===== src/rtl/freq_meter_pkg.sv =====
// Shared types and constants for the frequency meter control path.
package freq_meter_pkg;

    // Measurement sequencer states, in cycle order.
    typedef enum logic [1:0] {
        StClear  = 2'd0,
        StGate   = 2'd1,
        StSettle = 2'd2,
        StEval   = 2'd3
    } state_e;

    localparam int unsigned TIMER_W  = 27;
    localparam logic [15:0] BCD_MAX  = 16'h9999;
    localparam logic [15:0] BCD_ZERO = 16'h0000;

    // Phase lengths of zero would stall the sequencer; force them to at least one cycle.
    function automatic logic [TIMER_W-1:0] clamp_cycles(input int unsigned cycles);
        return (cycles < 1) ? TIMER_W'(1) : TIMER_W'(cycles);
    endfunction

endpackage


===== src/rtl/gate_timer.sv =====
// Loadable down-counter timing each sequencer phase; done flags the last cycle of a phase.
module gate_timer
    import freq_meter_pkg::*;
#(
    parameter logic [TIMER_W-1:0] RESET_VALUE = TIMER_W'(1)
) (
    input  logic               clk,
    input  logic               reset_n,
    input  logic               load,
    input  logic [TIMER_W-1:0] load_value,
    output logic               done
);

    logic [TIMER_W-1:0] count_q;

    // Reload on phase entry, otherwise count down and hold at one.
    always_ff @(posedge clk or negedge reset_n) begin
        if (!reset_n) begin
            count_q <= RESET_VALUE;
        end else if (load) begin
            count_q <= load_value;
        end else if (count_q > TIMER_W'(1)) begin
            count_q <= count_q - TIMER_W'(1);
        end
    end

    assign done = (count_q == TIMER_W'(1));

endmodule


===== src/rtl/freq_gate_ctrl.sv =====
// Frequency meter sequencer: counter clear, gate window, settle, then evaluation with
// auto-ranging and latching of the displayed value.
module freq_gate_ctrl
    import freq_meter_pkg::*;
#(
    parameter int unsigned GATE_CYCLES   = 100_000_000,
    parameter int unsigned CLR_CYCLES    = 2,
    parameter int unsigned SETTLE_CYCLES = 4,
    parameter logic [15:0] LOW_THRESH    = 16'h0900
) (
    input  logic        clk,
    input  logic        reset_n,
    input  logic        auto,
    input  logic        range_manual,
    input  logic [15:0] cnt_value,
    input  logic        cnt_ovf,
    output logic        cnt_clr_n,
    output logic        cnt_en,
    output logic        range,
    output logic [15:0] disp_num,
    output logic        disp_valid,
    output logic        over
);

    localparam logic [TIMER_W-1:0] CLR_LD    = clamp_cycles(CLR_CYCLES);
    localparam logic [TIMER_W-1:0] GATE_LD   = clamp_cycles(GATE_CYCLES);
    localparam logic [TIMER_W-1:0] SETTLE_LD = clamp_cycles(SETTLE_CYCLES);
    localparam logic [TIMER_W-1:0] EVAL_LD   = TIMER_W'(1);

    state_e             state_q, state_d;
    logic               timer_load;
    logic [TIMER_W-1:0] timer_load_value;
    logic               timer_done;
    logic               eval_fire;

    logic               cnt_clr_n_q, cnt_en_q, range_q, range_d;
    logic [15:0]        disp_num_q, disp_num_d;
    logic               disp_valid_q, disp_valid_d, over_q, over_d;

    gate_timer #(
        .RESET_VALUE (CLR_LD)
    ) u_gate_timer (
        .clk        (clk),
        .reset_n    (reset_n),
        .load       (timer_load),
        .load_value (timer_load_value),
        .done       (timer_done)
    );

    // Next state: advance on the last cycle of each phase and reload the timer for the next one.
    always_comb begin
        state_d          = state_q;
        timer_load       = 1'b0;
        timer_load_value = CLR_LD;
        if (timer_done) begin
            timer_load = 1'b1;
            case (state_q)
                StClear: begin
                    state_d          = StGate;
                    timer_load_value = GATE_LD;
                end
                StGate: begin
                    state_d          = StSettle;
                    timer_load_value = SETTLE_LD;
                end
                StSettle: begin
                    state_d          = StEval;
                    timer_load_value = EVAL_LD;
                end
                default: begin
                    state_d          = StClear;
                    timer_load_value = CLR_LD;
                end
            endcase
        end
    end

    // The edge leaving EVAL is also the CLEAR-entry edge, so range and result update together.
    assign eval_fire = (state_q == StEval) && timer_done;

    // Evaluation: auto-ranging with hysteresis, or manual range with every result published.
    always_comb begin
        range_d      = range_q;
        disp_num_d   = disp_num_q;
        disp_valid_d = disp_valid_q;
        over_d       = over_q;
        if (eval_fire) begin
            if (auto) begin
                if (cnt_ovf && !range_q) begin
                    range_d = 1'b1;
                end else if (cnt_ovf) begin
                    disp_num_d   = BCD_MAX;
                    over_d       = 1'b1;
                    disp_valid_d = 1'b1;
                end else if (range_q && (cnt_value < LOW_THRESH)) begin
                    range_d = 1'b0;
                end else begin
                    disp_num_d   = cnt_value;
                    over_d       = 1'b0;
                    disp_valid_d = 1'b1;
                end
            end else begin
                range_d      = range_manual;
                disp_num_d   = cnt_ovf ? BCD_MAX : cnt_value;
                over_d       = cnt_ovf;
                disp_valid_d = 1'b1;
            end
        end
    end

    // State and registered outputs; counter controls follow the state being entered.
    always_ff @(posedge clk or negedge reset_n) begin
        if (!reset_n) begin
            state_q      <= StClear;
            cnt_clr_n_q  <= 1'b0;
            cnt_en_q     <= 1'b0;
            range_q      <= 1'b0;
            disp_num_q   <= BCD_ZERO;
            disp_valid_q <= 1'b0;
            over_q       <= 1'b0;
        end else begin
            state_q      <= state_d;
            cnt_clr_n_q  <= (state_d != StClear);
            cnt_en_q     <= (state_d == StGate);
            range_q      <= range_d;
            disp_num_q   <= disp_num_d;
            disp_valid_q <= disp_valid_d;
            over_q       <= over_d;
        end
    end

    assign cnt_clr_n  = cnt_clr_n_q;
    assign cnt_en     = cnt_en_q;
    assign range      = range_q;
    assign disp_num   = disp_num_q;
    assign disp_valid = disp_valid_q;
    assign over       = over_q;

endmodule

===== config.mk =====
export PLATFORM = sky130hd
export DESIGN_NAME = freq_gate_ctrl
export DESIGN_NICKNAME = d
export VERILOG_FILES = /design/src/rtl/freq_meter_pkg.sv /design/src/rtl/gate_timer.sv /design/src/rtl/freq_gate_ctrl.sv
export SDC_FILE = /design/constraint.sdc
export NUM_CORES = 1
export LEC_CHECK = 0
export ABC_AREA = 1
export BUFFER_PORTS_ARGS = -buffer_cell sky130_fd_sc_hd__clkbuf_2
export CAP_MARGIN = 25
export CELL_PAD_IN_SITES_DETAIL_PLACEMENT = 0
export CELL_PAD_IN_SITES_GLOBAL_PLACEMENT = 1
export CORE_MARGIN = 5
export CORE_UTILIZATION = 30
export CTS_BUF_LIST = sky130_fd_sc_hd__clkbuf_8
export DETAILED_ROUTE_END_ITERATION = 10
export PLACE_DENSITY = 0.6
export SLEW_MARGIN = 40
export SYNTH_ARGS = -nofsm -noshare
export SYNTH_HDL_FRONTEND = slang
export SYNTH_SLANG_ARGS = --single-unit
export TNS_END_PERCENT = 5

===== constraint.sdc =====
create_clock -name clk -period 5.1 [get_ports clk]
set_clock_uncertainty 0.2 [all_clocks]
set_input_delay 1.02 -clock clk [delete_from_list [all_inputs] [get_ports clk]]
set_output_delay 1.02 -clock clk [all_outputs]
set_load 0.05 [all_outputs]

Word-level counts from Yosys, hierarchy flattened
Cells that the tools add are included.
{"block": "word_totals", "n_memories": 0, "latch_bits": 0, "mem_bits_rw": 0, "reg_bits": 50, "rom_bits": 0, "word_cells": 53}
{"block": "classes", "n_lt_le_gt_ge": 2, "bitwise_logic": 0, "shifts": 0, "div": 0, "muxes": 24, "eq_ne": 9, "addsub": 1, "multipliers": 0, "reduce_logical": 9}
{"cell": "$mux W27", "count": 3}
{"cell": "$pmux W27 S3", "count": 1}
{"cell": "$mux W16", "count": 5}
{"cell": "$eq A27 B1 Y1 const B", "count": 1}
{"cell": "$gt A27 B1 Y1 const B", "count": 1}
{"cell": "$sub A27 B1 Y27 const B", "count": 1}
{"cell": "$lt A16 B12 Y1 const B", "count": 1}
{"cell": "$mux W1", "count": 13}
{"cell": "$pmux W2 S3", "count": 1}
{"cell": "$reduce_and A3 Y1", "count": 2}
{"cell": "$eq A2 B1 Y1 const B", "count": 2}
{"cell": "$eq A2 B2 Y1 const B", "count": 2}
{"cell": "$reduce_bool A2 Y1", "count": 2}
{"cell": "$logic_and A1 B1 Y1", "count": 3}
{"cell": "$ne A3 B1 Y1 const B", "count": 1}
{"cell": "$ne A3 B2 Y1 const B", "count": 1}
{"cell": "$ne A3 B3 Y1 const B", "count": 1}
{"cell": "$logic_not A2 Y1", "count": 1}
{"cell": "$mux W2", "count": 1}
{"cell": "$ne A2 B2 Y1 const B", "count": 1}
{"cell": "$logic_not A1 Y1", "count": 1}

Longest topological paths before layout
{"block": "logic_depth", "word_depth": 6, "ltp_mapped": 11, "ltp_nobuf": 11}

By module
A second synthesis with hierarchy kept.
{"block": "hier_totals", "hier_cells": 448, "hier_area_um2": 3392.0}
{"mod": "gate_timer", "n_inst": 1, "area_per_inst_um2": 2069.5, "cells_per_inst": 304}
{"mod": "freq_gate_ctrl", "n_inst": 1, "area_per_inst_um2": 1322.5, "cells_per_inst": 144}

Worst setup path before layout
Ideal clock, no wire load.
{"block": "synth_path", "path_kind": "input to register", "from": "in cnt_ovf", "to": "reg disp_num_q[5], in the netlist disp_num[5]", "setup_time_ns": 0.118, "required_ns": 4.782, "arrival_ns": 1.979, "path_stages": 9, "setup_slack_ns": 2.803, "cell_sequence": "buf_2 nor2_1 nand4_1 nand2_1 inv_2 nand3_4 buf_6 nand2_1 nand2_1"}
{"block": "synth_between", "elab_chain_len": 3, "word_cells_on_any_way": 8, "classes_between": "eq/ne (2); mux (4); reduce/logical (2)"}
{"item": "from (decl)", "line": "freq_gate_ctrl.sv:16", "text": "input logic cnt_ovf,"}
{"item": "$logic_and A1 B1 Y1 / $mux W16 (equally long branches)", "line": "freq_gate_ctrl.sv:89, freq_gate_ctrl.sv:91"}
{"item": "$ne A2 B2 Y1 (no source line) / $mux W16 (equally long branches)"}
{"item": "$reduce_and A3 Y1 (no source line) / $mux W16 (equally long branches)"}
{"item": "to (signal assigned)", "line": "freq_gate_ctrl.sv:126", "text": "disp_num_q <= disp_num_d;"}
{"item": "to (decl)", "line": "freq_gate_ctrl.sv:37", "text": "logic [15:0] disp_num_q, disp_num_d;"}
Several ways; a longest one is shown, not always the timed one. The select of a mux whose other input is x is not followed.
A chain may end at the register's enable or synchronous reset.

Worst setup path after layout
{"block": "layout_path", "from": "reg u_gate_timer.count_q[23]", "to": "reg u_gate_timer.count_q[13]"}
{"block": "layout_between", "elab_chain_len": 3, "word_cells_on_any_way": 6, "classes_between": "order compare (1); eq/ne (1); mux (3); reduce/logical (1)"}
{"item": "from (decl)", "line": "gate_timer.sv:14", "text": "logic [TIMER_W-1:0] count_q;"}
{"item": "from (signal assigned)", "line": "gate_timer.sv:21", "text": "count_q <= load_value;"}
{"item": "from (signal assigned)", "line": "gate_timer.sv:23", "text": "count_q <= count_q - TIMER_W'(1);"}
{"item": "branches (longest 3 deep; another with $gt A27 B1 Y1)"}
Several ways; the timed one is not identified.

==> flow_summary.json <==
{
  "status": "completed",
  "synthTopCellsByArea": "dfrtp_1, nand2_1, nand3_1",
  "ys_top_cells_by_count": "nand2_1, nor2_1, dfrtp_1, inv_1, nand3_1",
  "period_share_pct": 44.3,
  "stdcell_count": 568,
  "synth.most_common_cell": "nand2_1",
  "ant_nets": 0,
  "syn_to_final_growth_pct": 14.4,
  "cts_buffers": 5,
  "cp-start-kind": "flip-flop",
  "synthCells": 392,
  "fin_area_um2": 3360,
  "cts_buffer_depth": 2,
  "tightest_slew_ns": 0.651,
  "yosysWarnings": 0,
  "leakage_nw": 2.03,
  "dp.final_hpwl_mm": 5.88,
  "criticalPathCategory": "reg -> reg",
  "rsz0062_at_grt": "false",
  "place.gp.congestion": 0.802,
  "slew_headroom_pct": 56.6,
  "setup_ws_ns": 2.84,
  "maxCapViolations": 0,
  "final_util_pct": 34.7,
  "core_area_um2": 9680,
  "finalMaxSlewViolations": 0,
  "portBuffers": 41,
  "post_drt_wl_per_cell_um": 13.5,
  "nNetsFinal": 462,
  "synth_top_area_cell": "dfrtp_1",
  "period_minus_slack_ns": 2.26,
  "clkLatencyLatePin_ns": 0.31,
  "avgSynthCellArea_um2": 7.49,
  "ys_seq_area_share_pct": 42.6,
  "vias": 2586,
  "place_ws_ns": 2.63,
  "grt_pass1_wl_mm": 13.2,
  "power_mw": 0.701,
  "fp-row-count": 36,
  "ctsHoldBuffers": 0,
  "postPlaceCellArea_um2": 3270,
  "synth_nets": 420,
  "grt_overflow": 0,
  "ctsResizeCount": 0,
  "required_ns": 5.13,
  "synth_flop_cell": "dfrtp_1",
  "placedCellCount": 560,
  "grt_pass1_vias": 2631,
  "final-setup-viol-count": 0,
  "synth-edff-count": 0,
  "cts_tree": "yes",
  "path_clk_slew_ns": 0.11,
  "synthesis.area_um2": 2940,
  "start_util_pct": 30.3,
  "first_pass_iters": 5,
  "hold_viol_final": 0,
  "clock_sinks": 50,
  "ys_ff_latch": 50,
  "htreeDepth": 2,
  "fillers": 1085,
  "grt_usage_pct": 14.2,
  "tns_ns": 0,
  "drt_iter0_drc": 122,
  "hold_slack_ns": 0.282,
  "async_flop_share_pct": 100,
  "drcViolationCount": 0,
  "diodes": 0,
  "antenna_found_initial": 0,
  "via_per_inst": 4.55,
  "postCtsSetupBuffers": 0,
  "finalWirelength_mm": 7.69,
  "die_area_um2": 11900,
  "regArea_um2": 1250,
  "fmax_mhz": 442,
  "die_h_um": 109,
  "grt_max_degree": 51,
  "io_pins": 42,
  "multi_input_area_um2": 1450,
  "die_x_um": 109,
  "min_path_type": "reg -> reg",
  "peakVddDrop_v": 0.000115,
  "path_max_fanout": 14,
  "cts_root_buffer": "clkbuf_8",
  "p_per_area_nw_per_um2": 209,
  "drive_gt1_share_pct": 17.0,
  "cp_data_arrival_time_ns": 2.29,
  "synth_top_area_share_pct": 41.7,
  "ys_types": 27,
  "endpoint_kind": "flip-flop"
}
## final cells by class
class,instances,share of cell area (%)
clock buffers,5,2.05
inverters,49,5.47
clock inverters,3,0.670
well taps,133,4.95
flip-flops and latches,50,37.3
multi-input cells,286,43.3
repair buffers,42,6.33
## state kept, by name (all words and copies together) (netlist names)
signal and cells:
state_q 2, cnt_clr_n 1, disp_valid 1, u_gate_timer.count_q 27
over 1, cnt_en 1, disp_num 16, range 1
## worst paths after layout
| path | start | endpoint | slack [ns] | cells after the start |
|---|---|---|---|---|
| max in group asynchronous | reset_n | disp_num[7] | 3.65 | 2 |
| min reg2reg | disp_num[0] | disp_num[0] | 0.28 | 2 |
| min | disp_num[0] | disp_num[0] | 0.28 | 2 |
| min in group asynchronous | reset_n | u_gate_timer.count_q[19] | 0.61 | 2 |
| max | u_gate_timer.count_q[23] | u_gate_timer.count_q[13] | 2.84 | 7 |
| max reg2reg | u_gate_timer.count_q[23] | u_gate_timer.count_q[13] | 2.84 | 7 |
## routing by layer
layer  up-vias  track usage [%]  routed length (um)  share of wire (%)
met4         0             3.52                  84                1.1
li1       1328                -                   -                  -
met3         6             2.96                 238                3.1
met1      1209             19.8                3780                 49
met5         -                0                   0                  0
met2        43             22.5                3590                 47
## worst max-delay path, stage by stage, from the launching register on
cell and delay [ns]:
dfrtp_1 0.44, nor2_1 0.22, nand2_1 0.13, nor2_4 0.14, nand2_1 0.10, nor2_4 0.35, nand2_1 0.35, a21oi_1 0.24
## layout by cell type, fill, tap and decap left out, drive strengths merged, types with 6 or more instances in the layout
cell type  synthesis  layout
nand2            109     109
nor2              65      65
inv               49      51
dfrtp             49      49
clkbuf             2      46
nand3             43      43
nand4             19      19
a21oi             16      16
xor2               9       9
ha                 7       7
or2                6       6
## logic make-up after synthesis
kind of cell / count (synthesis) / share of synthesized area (%)
compound gates: 23 / 4.26
buf+inv: 56 / 7.88
xor+xnor: 11 / 3.28
flops: 50 / 42.6
simple gates: 245 / 39.0
fa+ha+maj: 7 / 2.98
## power by group
part	leakage (nW)	switching [mW]	total (mW)	internal, mW
registers	0.679	0.00229	0.402	0.400
clock network	0.0489	0.151	0.251	0.0997
logic	1.30	0.0349	0.0481	0.0132
No activity file was read; power rests on OpenSTA's default activity.
